`src/rtl/count_scan_display_if.sv`:
```
// Counter-to-display bus: upstream count and blank in, display drive and
// roll-over status out.
interface count_scan_display_if;
    logic [3:0] q;
    logic       blank;
    logic [6:0] seg;
    logic [1:0] an;
    logic [3:0] wraps;
    logic       wrap_pulse;

    modport master (output q, blank, input seg, an, wraps, wrap_pulse);
    modport slave  (input q, blank, output seg, an, wraps, wrap_pulse);
endinterface

```
`src/rtl/count_scan_display.sv`:
```
// Registers the live count, tallies F->0 roll-overs and scans a 2-digit
// 7-segment display: digit 0 = live count, digit 1 = roll-over tally.
module count_scan_display #(
    parameter int SCAN_DIV       = 4,
    parameter bit ACTIVE_LOW_SEG = 1'b0
) (
    input  logic                 clk,
    input  logic                 reset,
    count_scan_display_if.slave  bus
);
    localparam int              DIV_W    = (SCAN_DIV > 1) ? $clog2(SCAN_DIV) : 1;
    localparam logic [DIV_W-1:0] DIV_LAST = DIV_W'(SCAN_DIV - 1);
    localparam logic [6:0]      SEG_OFF  = ACTIVE_LOW_SEG ? 7'h7F : 7'h00;

    // Hex to gfedcba, then polarity for common-anode boards.
    function automatic logic [6:0] seg_of(input logic [3:0] v);
        logic [6:0] s;
        case (v)
            4'h0: s = 7'h3F;  4'h1: s = 7'h06;  4'h2: s = 7'h5B;  4'h3: s = 7'h4F;
            4'h4: s = 7'h66;  4'h5: s = 7'h6D;  4'h6: s = 7'h7D;  4'h7: s = 7'h07;
            4'h8: s = 7'h7F;  4'h9: s = 7'h6F;  4'hA: s = 7'h77;  4'hB: s = 7'h7C;
            4'hC: s = 7'h39;  4'hD: s = 7'h5E;  4'hE: s = 7'h79;  default: s = 7'h71;
        endcase
        return ACTIVE_LOW_SEG ? ~s : s;
    endfunction

    logic [3:0]       q_r_q, q_r_d;
    logic [3:0]       q_prev_q, q_prev_d;
    logic [3:0]       wraps_q, wraps_d;
    logic             wrap_pulse_q, wrap_pulse_d;
    logic [DIV_W-1:0] div_cnt_q, div_cnt_d;
    logic             sel_q, sel_d;
    logic [1:0]       an_q, an_d;
    logic [6:0]       seg_q, seg_d;
    logic             rollover;

    // Next-state: input pipeline, roll-over tally, scan divider, display drive.
    // The display mux reads wraps_q, so a roll-over on a digit-1 edge shows
    // the pre-increment tally until the next digit-1 refresh.
    always_comb begin
        q_r_d        = bus.q;
        q_prev_d     = q_r_q;
        rollover     = (q_prev_q == 4'hF) && (q_r_q == 4'h0);
        wrap_pulse_d = rollover;
        wraps_d      = rollover ? wraps_q + 4'd1 : wraps_q;

        div_cnt_d = div_cnt_q + 1'b1;
        sel_d     = sel_q;
        if (div_cnt_q == DIV_LAST) begin
            div_cnt_d = '0;
            sel_d     = ~sel_q;
        end

        an_d  = 2'b00;
        seg_d = SEG_OFF;
        if (!bus.blank) begin
            if (!sel_q) begin
                an_d  = 2'b01;
                seg_d = seg_of(q_r_q);
            end else begin
                an_d  = 2'b10;
                seg_d = seg_of(wraps_q);
            end
        end
    end

    // State registers; reset clears everything and blanks the display at once.
    always_ff @(posedge clk or negedge reset) begin
        if (!reset) begin
            q_r_q        <= '0;
            q_prev_q     <= '0;
            wraps_q      <= '0;
            wrap_pulse_q <= 1'b0;
            div_cnt_q    <= '0;
            sel_q        <= 1'b0;
            an_q         <= 2'b00;
            seg_q        <= SEG_OFF;
        end else begin
            q_r_q        <= q_r_d;
            q_prev_q     <= q_prev_d;
            wraps_q      <= wraps_d;
            wrap_pulse_q <= wrap_pulse_d;
            div_cnt_q    <= div_cnt_d;
            sel_q        <= sel_d;
            an_q         <= an_d;
            seg_q        <= seg_d;
        end
    end

    assign bus.seg        = seg_q;
    assign bus.an         = an_q;
    assign bus.wraps      = wraps_q;
    assign bus.wrap_pulse = wrap_pulse_q;
endmodule
```
`src/flat_wrapper.sv`:
```
// flat-port wrapper written by rule: the top's interface ports become plain ports
module count_scan_display_flat 
#(
    parameter int SCAN_DIV       = 4,
    parameter bit ACTIVE_LOW_SEG = 1'b0
)
  (clk, reset, bus_q, bus_blank, bus_seg, bus_an, bus_wraps, bus_wrap_pulse);
  count_scan_display_if bus_i ();
  input  logic clk;
  input  logic reset;
  input wire logic [$bits(bus_i.q)-1:0] bus_q;
  input wire logic [$bits(bus_i.blank)-1:0] bus_blank;
  output wire logic [$bits(bus_i.seg)-1:0] bus_seg;
  output wire logic [$bits(bus_i.an)-1:0] bus_an;
  output wire logic [$bits(bus_i.wraps)-1:0] bus_wraps;
  output wire logic [$bits(bus_i.wrap_pulse)-1:0] bus_wrap_pulse;
  assign bus_i.q = bus_q;
  assign bus_i.blank = bus_blank;
  assign bus_seg = bus_i.seg;
  assign bus_an = bus_i.an;
  assign bus_wraps = bus_i.wraps;
  assign bus_wrap_pulse = bus_i.wrap_pulse;
  count_scan_display #(.SCAN_DIV(SCAN_DIV), .ACTIVE_LOW_SEG(ACTIVE_LOW_SEG)) u_core (.clk(clk), .reset(reset), .bus(bus_i));
endmodule
```
`config.mk`:
```
export PLATFORM = sky130hd
export DESIGN_NAME = count_scan_display_flat
export DESIGN_NICKNAME = d
export VERILOG_FILES = /design/src/rtl/count_scan_display_if.sv /design/src/rtl/count_scan_display.sv /design/src/flat_wrapper.sv
export SDC_FILE = /design/constraint.sdc
export NUM_CORES = 1
export LEC_CHECK = 0
export ABC_AREA = 1
export CAP_MARGIN = 20
export CORE_ASPECT_RATIO = 0.75
export CORE_UTILIZATION = 48
export DETAILED_ROUTE_END_ITERATION = 12
export MAX_ROUTING_LAYER = met4
export PLACE_DENSITY = 0.75
export SETUP_SLACK_MARGIN = 0.5
export SLEW_MARGIN = 15
export SYNTH_ARGS = -nofsm -noshare
export SYNTH_HDL_FRONTEND = slang
export SYNTH_SLANG_ARGS = --single-unit
```
`constraint.sdc`:
```
create_clock -name clk -period 1.3 [get_ports clk]
set_input_delay 0.26 -clock clk [delete_from_list [all_inputs] [get_ports clk]]
set_output_delay 0.26 -clock clk [all_outputs]
set_load 0.03 [all_outputs]
```
==> results.json <==
{
  "status": "finished with violations",
  "violations": "setup timing",
  "stdcell_area_um2": 2040,
  "ir_drop_uv": 721,
  "wirelength_mm": 3.63,
  "critical_path_required_ps": 1040,
  "rsz0062_at_grt": "yes",
  "finClkSkew_ps": 3.75,
  "finalNonFillerCells": 241,
  "slew_viol_final": 0,
  "synth.area.top_cells": "dfrtp_1 45%, nand2_1 16%, ha_1 12%, nand3_1 8.7%, inv_1 3.0%",
  "maxSlewHeadroom": 0.807,
  "grt_pass1_wl_mm": 5.80,
  "synth.largest_area_cell": "dfrtp_1",
  "layout.nets": 226,
  "track_usage": 0.254,
  "dr.pass1.iters": 4,
  "period_needed_ps": 1300,
  "p_total_mw": 1.73,
  "gp_congestion": 0.884,
  "clock_latency_ps": 270,
  "synth_top_flop_cell": "dfrtp_1",
  "ys_types": 23,
  "power_density_nw_per_um2": 849,
  "min_path_type": "in -> async",
  "ys_seq_area_frac": 0.452,
  "worstPathArrival_ps": 1040,
  "synth-async-reset-ratio": 1.00,
  "max_freq_ghz": 0.767,
  "clkTransAtPathRegs_ps": 80,
  "synth.net_count": 184,
  "htree_levels": 1,
  "ios": 21,
  "die_w_um": 64,
  "setup_viol": 1,
  "synth_edf_count": 0,
  "synth_seq_cells": 25,
  "synth.top_cell.area_share": 0.452,
  "dpl_cell_area_um2": 1660,
  "rows": 16,
  "antenna_found_initial": 0,
  "cts_buffer_depth": 2,
  "final_common_cell": "nand2_1",
  "io_buffers": 20,
  "start_kind": "flip-flop",
  "hold_ws_ps": 336,
  "viasPerCell": 5.32,
  "final_util": 0.765,
  "setup_tns_ps": -4.10,
  "criticalPathCategory": "reg -> out",
  "cts_tree": "built",
  "vias": 1281,
  "design.core.area_um2": 2660,
  "postRouteAntennaNets": 0,
  "final_cell_mix": "54 x nand2_1, 23 x buf_6, 20 x nand3_1",
  "setup.worst_path.end_class": "output port",
  "worstPathMaxFanout": 6,
  "place_ws_ps": -13.1,
  "grt_pass1_vias": 1234,
  "synth_area_um2": 1380,
  "routedWlPerCell_um": 15.1,
  "cap_violations": 0,
  "hpwl_mm": 2.05,
  "synthToLayoutAreaGrowth_pct": 47.1,
  "fp.dieArea_um2": 3100,
  "cts_buffers": 3,
  "grt_max_degree": 26,
  "gr-total-overflow": 0,
  "ctsRootBufferMaster": "clkbuf_8",
  "cts_sinks": 25,
  "min_period_over_period": 1.00,
  "initial_core_util": 0.520,
  "num_antenna_cells": 0,
  "fin_ws_ps": -4.10,
  "layout-drive-gt1-share": 0.400,
  "netlist_instances": 164,
  "synth_warnings": 0,
  "place_inst": 220,
  "dieHeight_um": 48.5,
  "worstMarginPinSlew_ps": 289,
  "dr.first_iter.drc_count": 44,
  "finalHoldViolCount": 0,
  "avgSynthCellArea_um2": 8.44,
  "route.detailed.drc": 0,
  "p_leak_nw": 0.991
}
## flip-flops by register name, indices dropped and copies added (netlist names)
register               count
u_core.bus.an              2
u_core.q_prev_d            4
u_core.q_prev_q            4
u_core.bus.wrap_pulse      1
u_core.bus.seg             7
u_core.sel_q               1
u_core.bus.wraps           4
u_core.div_cnt_q           2
## cell families after synthesis
logic type	count (synthesis)	synth area share
xor+xnor	1	0.00633
simple gates	98	0.322
buf+inv	19	0.0642
flops	25	0.452
compound gates	8	0.0380
fa+ha+maj	13	0.118
## path summary, 6_finish.rpt
kind / from / slack (ps) / to / depth (start not counted)
setup / recovery: u_core.bus.wraps[1] / -4 / bus_wraps[1] / 2
hold / removal: reset / 340 / u_core.q_prev_q[1] / 2
setup reg to reg: u_core.bus.wraps[1] / 10 / u_core.bus.seg[1] / 6
hold reg to reg: u_core.div_cnt_q[0] / 430 / u_core.div_cnt_q[0] / 1
max in group asynchronous: reset / 800 / u_core.bus.wraps[2] / 2
min in group clk: bus_q[2] / 420 / u_core.q_prev_d[2] / 1
## cells in the mapped netlist (all sizes together), types with 2 or more instances
cell,instances
o211ai,2
inv,15
buf,4
nand3,24
nand2,61
nor2,10
o21ai,4
ha,13
dfrtp,25
## layout make-up
class                   count  area (µm²)
multi-input cells         120         803
flip-flops and latches     25         634
fillers                   167         627
repair buffers             41         440
inverters                  15        67.6
clock buffers               4        45.0
well taps                  36        45.0
## per-layer routing
| metal | global-route usage | vias up | share of wire |
|---|---|---|---|
| met5 | - | - | 0 |
| met4 | 0.0720 | 0 | 0.026 |
| met3 | 0.0566 | 12 | 0.061 |
| met2 | 0.413 | 52 | 0.50 |
| met1 | 0.318 | 616 | 0.41 |
| li1 | - | 601 | - |
## worst max-delay path: stages (launching register included)
cell and delay [ps]:
dfrtp_2 480, buf_4 160, buf_6 130
## where the power goes
group	switching, mW	internal, mW	total, mW
Sequential	0.0381	0.814	0.852
Clock	0.231	0.219	0.450
Combinational	0.227	0.199	0.426
## timing repair
action	in CTS	in global routing
endpoints found under the setup margin	30	29
hold buffers	0	0
gates resized for setup	100	18
setup buffers	12	5
pin swaps	11	12
(Power assumes the default switching activity.)
